$ cat src/rtl/mem_seq48_pkg.sv
// mem_seq48_pkg -- shared sizes for the 48-bit memory sequencer slice.
//   HBIT_ADDR : index of the top bit of a word address (address width - 1)
//   HBIT_DATA : index of the top bit of one SRAM word (word width - 1)
// FSM encodings stay local to mem_seq48 and are not shared here.
package mem_seq48_pkg;

  localparam int HBIT_ADDR = 47;
  localparam int HBIT_DATA = 23;

endpackage : mem_seq48_pkg

$ cat src/rtl/mem_seq48_if.sv
// mem_seq48_if -- request/response bus plus the external SRAM port of mem_seq48.
//   iw_req_valid/ow_req_ready : request handshake (accept on valid & ready)
//   iw_req_we, iw_req_is48    : write select, two-word (48-bit) select
//   iw_req_addr, iw_req_wdata : word address, write data (low half = first word)
//   ow_rsp_valid/ow_rsp_rdata : one-cycle read-data strobe and data
//   ow_sram_*                 : SRAM enable, write strobe, address, write word
//   iw_sram_rdata             : SRAM read word, valid the cycle after the access
// Modports: slave = the sequencer, master = the requester/SRAM side.
interface mem_seq48_if
  import mem_seq48_pkg::*;
#(
  parameter int ADDR_W = HBIT_ADDR + 1,
  parameter int DATA_W = HBIT_DATA + 1
);

  logic                  iw_req_valid;
  logic                  ow_req_ready;
  logic                  iw_req_we;
  logic                  iw_req_is48;
  logic [ADDR_W-1:0]     iw_req_addr;
  logic [2*DATA_W-1:0]   iw_req_wdata;
  logic                  ow_rsp_valid;
  logic [2*DATA_W-1:0]   ow_rsp_rdata;
  logic                  ow_sram_en;
  logic                  ow_sram_we;
  logic [ADDR_W-1:0]     ow_sram_addr;
  logic [DATA_W-1:0]     ow_sram_wdata;
  logic [DATA_W-1:0]     iw_sram_rdata;

  modport slave (
    input  iw_req_valid, iw_req_we, iw_req_is48, iw_req_addr, iw_req_wdata,
    input  iw_sram_rdata,
    output ow_req_ready, ow_rsp_valid, ow_rsp_rdata,
    output ow_sram_en, ow_sram_we, ow_sram_addr, ow_sram_wdata
  );

  modport master (
    output iw_req_valid, iw_req_we, iw_req_is48, iw_req_addr, iw_req_wdata,
    output iw_sram_rdata,
    input  ow_req_ready, ow_rsp_valid, ow_rsp_rdata,
    input  ow_sram_en, ow_sram_we, ow_sram_addr, ow_sram_wdata
  );

endinterface : mem_seq48_if

$ cat src/rtl/mem_seq48.sv
// mem_seq48 -- sequences single-word (24-bit) and two-word (48-bit) accesses
// onto an external single-port SRAM with one-cycle read latency.
//   iw_clk   : single clock, rising edge
//   iw_rst_n : asynchronous active-low reset
//   bus      : mem_seq48_if.slave (request handshake, read response, SRAM port)
// All outputs come straight from flops; they are computed from the next state
// so that an access accepted in cycle A drives the SRAM during cycle A+1.
module mem_seq48
  import mem_seq48_pkg::*;
#(
  parameter int ADDR_W = HBIT_ADDR + 1,
  parameter int DATA_W = HBIT_DATA + 1
) (
  input  logic         iw_clk,
  input  logic         iw_rst_n,
  mem_seq48_if.slave   bus
);

  typedef enum logic [2:0] {
    ST_IDLE  = 3'd0,
    ST_BEAT0 = 3'd1,
    ST_BEAT1 = 3'd2,
    ST_RCAP  = 3'd3,
    ST_RSP   = 3'd4
  } state_t;

  state_t                state_r, state_s;
  logic                  we_r, we_s;
  logic                  is48_r, is48_s;
  logic [ADDR_W-1:0]     addr_r, addr_s;
  logic [2*DATA_W-1:0]   wdata_r, wdata_s;
  logic [2*DATA_W-1:0]   rdata_r, rdata_s;
  logic                  ready_r, ready_s;
  logic                  rsp_valid_r, rsp_valid_s;
  logic                  sram_en_r, sram_en_s;
  logic                  sram_we_r, sram_we_s;
  logic [ADDR_W-1:0]     sram_addr_r, sram_addr_s;
  logic [DATA_W-1:0]     sram_wdata_r, sram_wdata_s;
  logic                  accept_s;

  // ready_r is still low on the first cycle after reset, so it gates acceptance
  assign accept_s = (state_r == ST_IDLE) && ready_r && bus.iw_req_valid;

  // Next-state logic and request latching
  always_comb begin
    state_s = state_r;
    we_s    = we_r;
    is48_s  = is48_r;
    addr_s  = addr_r;
    wdata_s = wdata_r;
    case (state_r)
      ST_IDLE: begin
        if (accept_s) begin
          state_s = ST_BEAT0;
          we_s    = bus.iw_req_we;
          is48_s  = bus.iw_req_is48;
          addr_s  = bus.iw_req_addr;
          wdata_s = bus.iw_req_wdata;
        end else begin
          state_s = ST_IDLE;
        end
      end
      ST_BEAT0: begin
        if (is48_r) begin
          state_s = ST_BEAT1;
        end else if (!we_r) begin
          state_s = ST_RCAP;
        end else begin
          state_s = ST_IDLE;
        end
      end
      ST_BEAT1: begin
        if (!we_r) begin
          state_s = ST_RCAP;
        end else begin
          state_s = ST_IDLE;
        end
      end
      ST_RCAP: state_s = ST_RSP;
      ST_RSP:  state_s = ST_IDLE;
      default: state_s = ST_IDLE;
    endcase
  end

  // Next values of the registered SRAM port, handshake and response outputs
  always_comb begin
    sram_en_s    = 1'b0;
    sram_we_s    = 1'b0;
    sram_addr_s  = {ADDR_W{1'b0}};
    sram_wdata_s = {DATA_W{1'b0}};
    case (state_s)
      ST_BEAT0: begin
        sram_en_s    = 1'b1;
        sram_we_s    = we_s;
        sram_addr_s  = addr_s;
        sram_wdata_s = wdata_s[DATA_W-1:0];
      end
      ST_BEAT1: begin
        sram_en_s    = 1'b1;
        sram_we_s    = we_s;
        // wraps to word 0 at the top of the address space
        sram_addr_s  = addr_s + {{(ADDR_W-1){1'b0}}, 1'b1};
        sram_wdata_s = wdata_s[2*DATA_W-1:DATA_W];
      end
      default: begin
        sram_en_s    = 1'b0;
        sram_we_s    = 1'b0;
        sram_addr_s  = {ADDR_W{1'b0}};
        sram_wdata_s = {DATA_W{1'b0}};
      end
    endcase

    ready_s     = (state_s == ST_IDLE);
    rsp_valid_s = (state_s == ST_RSP);

    // SRAM data arrives one cycle after its beat: word a shows up in the
    // cycle after BEAT0 (BEAT1 for 48-bit, RCAP for 24-bit), word a+1 in RCAP.
    rdata_s = rdata_r;
    if ((state_r == ST_BEAT1) && !we_r) begin
      rdata_s[DATA_W-1:0] = bus.iw_sram_rdata;
    end else if (state_r == ST_RCAP) begin
      if (is48_r) begin
        rdata_s[2*DATA_W-1:DATA_W] = bus.iw_sram_rdata;
      end else begin
        rdata_s = {{DATA_W{1'b0}}, bus.iw_sram_rdata};
      end
    end else begin
      rdata_s = rdata_r;
    end
  end

  // State, latched request and output registers
  always_ff @(posedge iw_clk or negedge iw_rst_n) begin
    if (!iw_rst_n) begin
      state_r      <= ST_IDLE;
      we_r         <= 1'b0;
      is48_r       <= 1'b0;
      addr_r       <= {ADDR_W{1'b0}};
      wdata_r      <= {(2*DATA_W){1'b0}};
      rdata_r      <= {(2*DATA_W){1'b0}};
      ready_r      <= 1'b0;
      rsp_valid_r  <= 1'b0;
      sram_en_r    <= 1'b0;
      sram_we_r    <= 1'b0;
      sram_addr_r  <= {ADDR_W{1'b0}};
      sram_wdata_r <= {DATA_W{1'b0}};
    end else begin
      state_r      <= state_s;
      we_r         <= we_s;
      is48_r       <= is48_s;
      addr_r       <= addr_s;
      wdata_r      <= wdata_s;
      rdata_r      <= rdata_s;
      ready_r      <= ready_s;
      rsp_valid_r  <= rsp_valid_s;
      sram_en_r    <= sram_en_s;
      sram_we_r    <= sram_we_s;
      sram_addr_r  <= sram_addr_s;
      sram_wdata_r <= sram_wdata_s;
    end
  end

  assign bus.ow_req_ready  = ready_r;
  assign bus.ow_rsp_valid  = rsp_valid_r;
  assign bus.ow_rsp_rdata  = rdata_r;
  assign bus.ow_sram_en    = sram_en_r;
  assign bus.ow_sram_we    = sram_we_r;
  assign bus.ow_sram_addr  = sram_addr_r;
  assign bus.ow_sram_wdata = sram_wdata_r;

endmodule : mem_seq48

$ cat src/flat_wrapper.sv
// flat-port wrapper written by rule: the top's interface ports become plain ports
module mem_seq48_flat import mem_seq48_pkg::*;
#(
  parameter int ADDR_W = HBIT_ADDR + 1,
  parameter int DATA_W = HBIT_DATA + 1
)
  (iw_clk, iw_rst_n, bus_iw_req_valid, bus_iw_req_we, bus_iw_req_is48, bus_iw_req_addr, bus_iw_req_wdata, bus_iw_sram_rdata, bus_ow_req_ready, bus_ow_rsp_valid, bus_ow_rsp_rdata, bus_ow_sram_en, bus_ow_sram_we, bus_ow_sram_addr, bus_ow_sram_wdata);
  mem_seq48_if #(.ADDR_W(ADDR_W), .DATA_W(DATA_W)) bus_i ();
  input  logic iw_clk;
  input  logic iw_rst_n;
  input wire logic [$bits(bus_i.iw_req_valid)-1:0] bus_iw_req_valid;
  input wire logic [$bits(bus_i.iw_req_we)-1:0] bus_iw_req_we;
  input wire logic [$bits(bus_i.iw_req_is48)-1:0] bus_iw_req_is48;
  input wire logic [$bits(bus_i.iw_req_addr)-1:0] bus_iw_req_addr;
  input wire logic [$bits(bus_i.iw_req_wdata)-1:0] bus_iw_req_wdata;
  input wire logic [$bits(bus_i.iw_sram_rdata)-1:0] bus_iw_sram_rdata;
  output wire logic [$bits(bus_i.ow_req_ready)-1:0] bus_ow_req_ready;
  output wire logic [$bits(bus_i.ow_rsp_valid)-1:0] bus_ow_rsp_valid;
  output wire logic [$bits(bus_i.ow_rsp_rdata)-1:0] bus_ow_rsp_rdata;
  output wire logic [$bits(bus_i.ow_sram_en)-1:0] bus_ow_sram_en;
  output wire logic [$bits(bus_i.ow_sram_we)-1:0] bus_ow_sram_we;
  output wire logic [$bits(bus_i.ow_sram_addr)-1:0] bus_ow_sram_addr;
  output wire logic [$bits(bus_i.ow_sram_wdata)-1:0] bus_ow_sram_wdata;
  assign bus_i.iw_req_valid = bus_iw_req_valid;
  assign bus_i.iw_req_we = bus_iw_req_we;
  assign bus_i.iw_req_is48 = bus_iw_req_is48;
  assign bus_i.iw_req_addr = bus_iw_req_addr;
  assign bus_i.iw_req_wdata = bus_iw_req_wdata;
  assign bus_i.iw_sram_rdata = bus_iw_sram_rdata;
  assign bus_ow_req_ready = bus_i.ow_req_ready;
  assign bus_ow_rsp_valid = bus_i.ow_rsp_valid;
  assign bus_ow_rsp_rdata = bus_i.ow_rsp_rdata;
  assign bus_ow_sram_en = bus_i.ow_sram_en;
  assign bus_ow_sram_we = bus_i.ow_sram_we;
  assign bus_ow_sram_addr = bus_i.ow_sram_addr;
  assign bus_ow_sram_wdata = bus_i.ow_sram_wdata;
  mem_seq48 #(.ADDR_W(ADDR_W), .DATA_W(DATA_W)) u_core (.iw_clk(iw_clk), .iw_rst_n(iw_rst_n), .bus(bus_i));
endmodule
$ cat config.mk
export PLATFORM = sky130hd
export DESIGN_NAME = mem_seq48_flat
export DESIGN_NICKNAME = d
export VERILOG_FILES = /design/src/rtl/mem_seq48_pkg.sv /design/src/rtl/mem_seq48_if.sv /design/src/rtl/mem_seq48.sv /design/src/flat_wrapper.sv
export SDC_FILE = /design/constraint.sdc
export NUM_CORES = 1
export LEC_CHECK = 0
export ABC_AREA = 1
export CAP_MARGIN = 25
export CORE_ASPECT_RATIO = 0.5
export CORE_MARGIN = 4
export CORE_UTILIZATION = 35
export DETAILED_ROUTE_END_ITERATION = 6
export DONT_BUFFER_PORTS = 1
export PLACE_DENSITY = 0.48
export SYNTH_ARGS = -nofsm -noshare
export SYNTH_HDL_FRONTEND = slang
export SYNTH_SLANG_ARGS = --single-unit
export TNS_END_PERCENT = 1
$ cat constraint.sdc
create_clock -name iw_clk -period 2.8 [get_ports iw_clk]
set_input_delay 0.42 -clock iw_clk [delete_from_list [all_inputs] [get_ports iw_clk]]
set_output_delay 0.42 -clock iw_clk [all_outputs]
set_load 0.005 [all_outputs]
==> key figures <==
Outcome
  • Status: finished with violations
  • Failing checks: negative hold slack

Flow run
  • Max-Cap Viols: 0

Critical path
  • WP data arrival: 2.95 ns
  • Reg2reg end: u_core.bus.ow_sram_addr[46]
  • CP endpoint kind: flip-flop
  • Crit-path max FO: 20
  • Required time worst endpoint: 3.20 ns
  • Critical path class: reg -> reg
  • Critical Path Source Type: flip-flop
  • FF-to-FF Start: u_core.state_r[2]
  • Worst R2R Setup Slack: 0.26 ns
  • R2R cell count: 11

Global routing
  • Initial antenna violation count: 0
  • First-pass GRT wire length: 42300 um
  • Gr busiest metal: met2
  • Global Route Usage Sum: 18.4%
  • Met3 GRT Util: 4.51%
  • Met1 global-route usage: 24.2%
  • GR met2 Demand/Resource: 32.1%
  • Largest net degree at the start of global routing: 202
  • Vias in the first global route: 7014
  • Total grt overflow: 0

Min path
  • Hold Path Class: in -> async

Pwr
  • Max VDD drop: 0.377 mV
  • Leak pwr: 0.00489 uW
  • Power density over the cells: 1180 nW/um2

Logic synthesis
  • EDFF count, synth: 0
  • Distinct cells, synth: 39
  • Sequential share of the synthesized area: 53.7%
  • Post-synth top flop: dfrtp_1
  • Synth Instances: 1063
  • FFs w/ async S/R, synth: 100%
  • Avg Cell Area, Syn: 8.81 um2
  • Synth Register Bits: 201
  • Post-Syn Area: 9360 um2
  • Post-synth net total: 1189
  • Yosys warns: 0

STA
  • Clock skew: 0.0123 ns
  • Final hold vios: 201
  • Final setup viols: 0
  • Fin Setup TNS: 0 ns
  • Period utilization: 90.9%
  • Fin Hold WS: -0.392 ns
  • Worst Tran Pin Value: 0.479 ns
  • Final Slew Violations: 0
  • Relative max-transition margin: 68.1%
  • Peak Freq: 393 MHz
  • Tmin final: 2.54 ns
  • PnR worst setup slack: 0.256 ns
  • RSZ-0062 raised after global routing: no

Drt
  • Detailed-router iteration count before antenna repair: 5
  • DR vias/cell: 4.89
  • Remaining DRCs: 0
  • WL/cell: 19.6 um
  • Antenna viol nets, final: 0
  • DR vias: 6921
  • Final wirelength: 27700 um
  • DR iter-0 viols: 478

Final layout
  • Commonest non-fill, non-tap cell in the layout: nand2_1
  • Layout area overhead: 11.1%
  • Share of cells above drive strength 1: 17.9%
  • Ant diodes: 0
  • Commonest cells after routing, fill and taps aside: nand2_1, dfrtp_1, nand3_1, nor2_1, inv_1
  • Non-Filler Instances: 1416
  • Design Area, Final: 10400 um2
  • Fin nets: 1184

Floorplan
  • Core Footprint: 25800 um2
  • Full die area: 29600 um2
  • Die Y-Extent: 124 um
  • Io pins: 249
  • DIE WIDTH: 239 um
  • Row Count: 41
  • Initial core utilization: 36.3%

Clock tree
  • CTS tree: done
  • H-tree levels: 1
  • Total CTS buffers: 21
  • CTS clock-pin slew for the worst setup and hold paths: 0.07 ns
  • Clk sinks: 201
  • Worst skew pair latency: 0.52 ns
  • Root Buffer: clkbuf_16
  • Max Root-Sink Buffers: 3

Placed design
  • DP Wirelength: 20400 um
  • Placement Setup Slack: 0.262 ns
  • Gp weighted congestion: 0.981
  • Post-DP Area: 9680 um2
  • Buffers on Ports: 0
  • Placed cells: 1379
-- sequential cells by signal (all words and copies together) (netlist names), 3 cells and up --
| signal | count |
|---|---|
| u_core.addr_r | 48 |
| u_core.bus.ow_sram_addr | 48 |
| u_core.wdata_r | 24 |
| u_core.state_r | 3 |
| u_core.bus.ow_sram_wdata | 24 |
| u_core.bus.ow_rsp_rdata | 48 |
-- worst max-delay path by stage --
| stage | startpoint | end | slack (ns) | cells after the start |
|---|---|---|---|---|
| after detailed placement | u_core.state_r[2] | u_core.bus.ow_sram_addr[46] | 0.26 | 11 |
| after CTS | u_core.state_r[2] | u_core.bus.ow_sram_addr[46] | 0.24 | 11 |
| final | u_core.state_r[2] | u_core.bus.ow_sram_addr[46] | 0.26 | 11 |
| after global placement | bus_iw_req_valid | u_core.bus.ow_sram_addr[46] | 0.26 | 12 |
| after global routing | u_core.state_r[2] | u_core.bus.ow_sram_addr[36] | 0.06 | 12 |
| after floorplan | bus_iw_req_valid | u_core.bus.ow_sram_addr[34] | 0.48 | 17 |
-- where the power goes --
part	total (uW)	leakage, uW	switching (uW)	internal [uW]
registers	4980	0.00253	753	4230
logic	4280	0.00200	2900	1380
clock network	2980	0.000367	1220	1760
-- area by class of cell --
| cell class | count | area [um2] |
|---|---|---|
| fill | 2637 | 15300 |
| sequential | 201 | 5030 |
| multi-input combinational | 750 | 3780 |
| clock buffer | 25 | 581 |
| tap | 344 | 430 |
| inverter | 69 | 259 |
| timing repair buffer | 15 | 175 |
| clock inverter | 12 | 146 |
-- routing by layer --
| metal | routed length, um | up-vias |
|---|---|---|
| li1 | - | 3400 |
| met1 | 12300 | 3342 |
| met2 | 13500 | 151 |
| met3 | 1560 | 28 |
| met4 | 328 | 0 |
| met5 | 0 | - |
-- through the flow --
step	util (%)	power, uW
after floorplan	-	8150
after global placement	37.6	9320
after detailed placement	37.6	9390
after CTS	40.4	12400
after global routing	40.4	13200
final	40.4	12200
-- Yosys cell counts, types with 4 or more instances --
cell type | instances | share of area [%]
nand4_1 | 15 | 1.0
dfrtp_1 | 201 | 54
o21ai_0 | 28 | 1.5
mux2_2 | 24 | 2.9
nand3_2 | 17 | 1.8
buf_6 | 9 | 1.1
buf_4 | 5 | 0.40
nor2_1 | 90 | 3.6
nor3_1 | 5 | 0.27
a21oi_1 | 28 | 1.5
nand3_1 | 96 | 5.1
inv_1 | 62 | 2.5
o21ai_1 | 13 | 0.70
nand2_2 | 46 | 3.1
xnor2_1 | 4 | 0.37
nand2_4 | 6 | 0.72
buf_2 | 9 | 0.48
inv_2 | 7 | 0.28
nand2_1 | 326 | 13
nor2_4 | 7 | 0.84
clkbuf_1 | 16 | 0.64
nor2_2 | 25 | 1.7
-- cells by family after synthesis --
logic type	after synthesis	synth area share, %
flip-flops	201	53.7
multiplexers	24	2.89
buffers and inverters	112	5.95
AND/OR/NAND/NOR	640	32.1
XOR/XNOR	6	0.561
AO/OA/AOI/OAI	79	4.65
adder cells (fa/ha/maj)	1	0.134
-- worst max-delay path: stages (launching register included) --
cell and delay (ns):
dfrtp_1 0.45, nor2_4 0.25, buf_4 0.38, nand3_1 0.15, nand2_1 0.29, nand2_1 0.13, nor2_1 0.15, nand2_1 0.07
nor2_1 0.23, nand4_1 0.12, nand3_1 0.14, nand2_1 0.06
-- what timing repair did --
action                    CTS  global route
hold endpoints to repair  201           201
gates resized for setup     0             0
setup buffers               0             0
(Power assumes the default switching activity.)
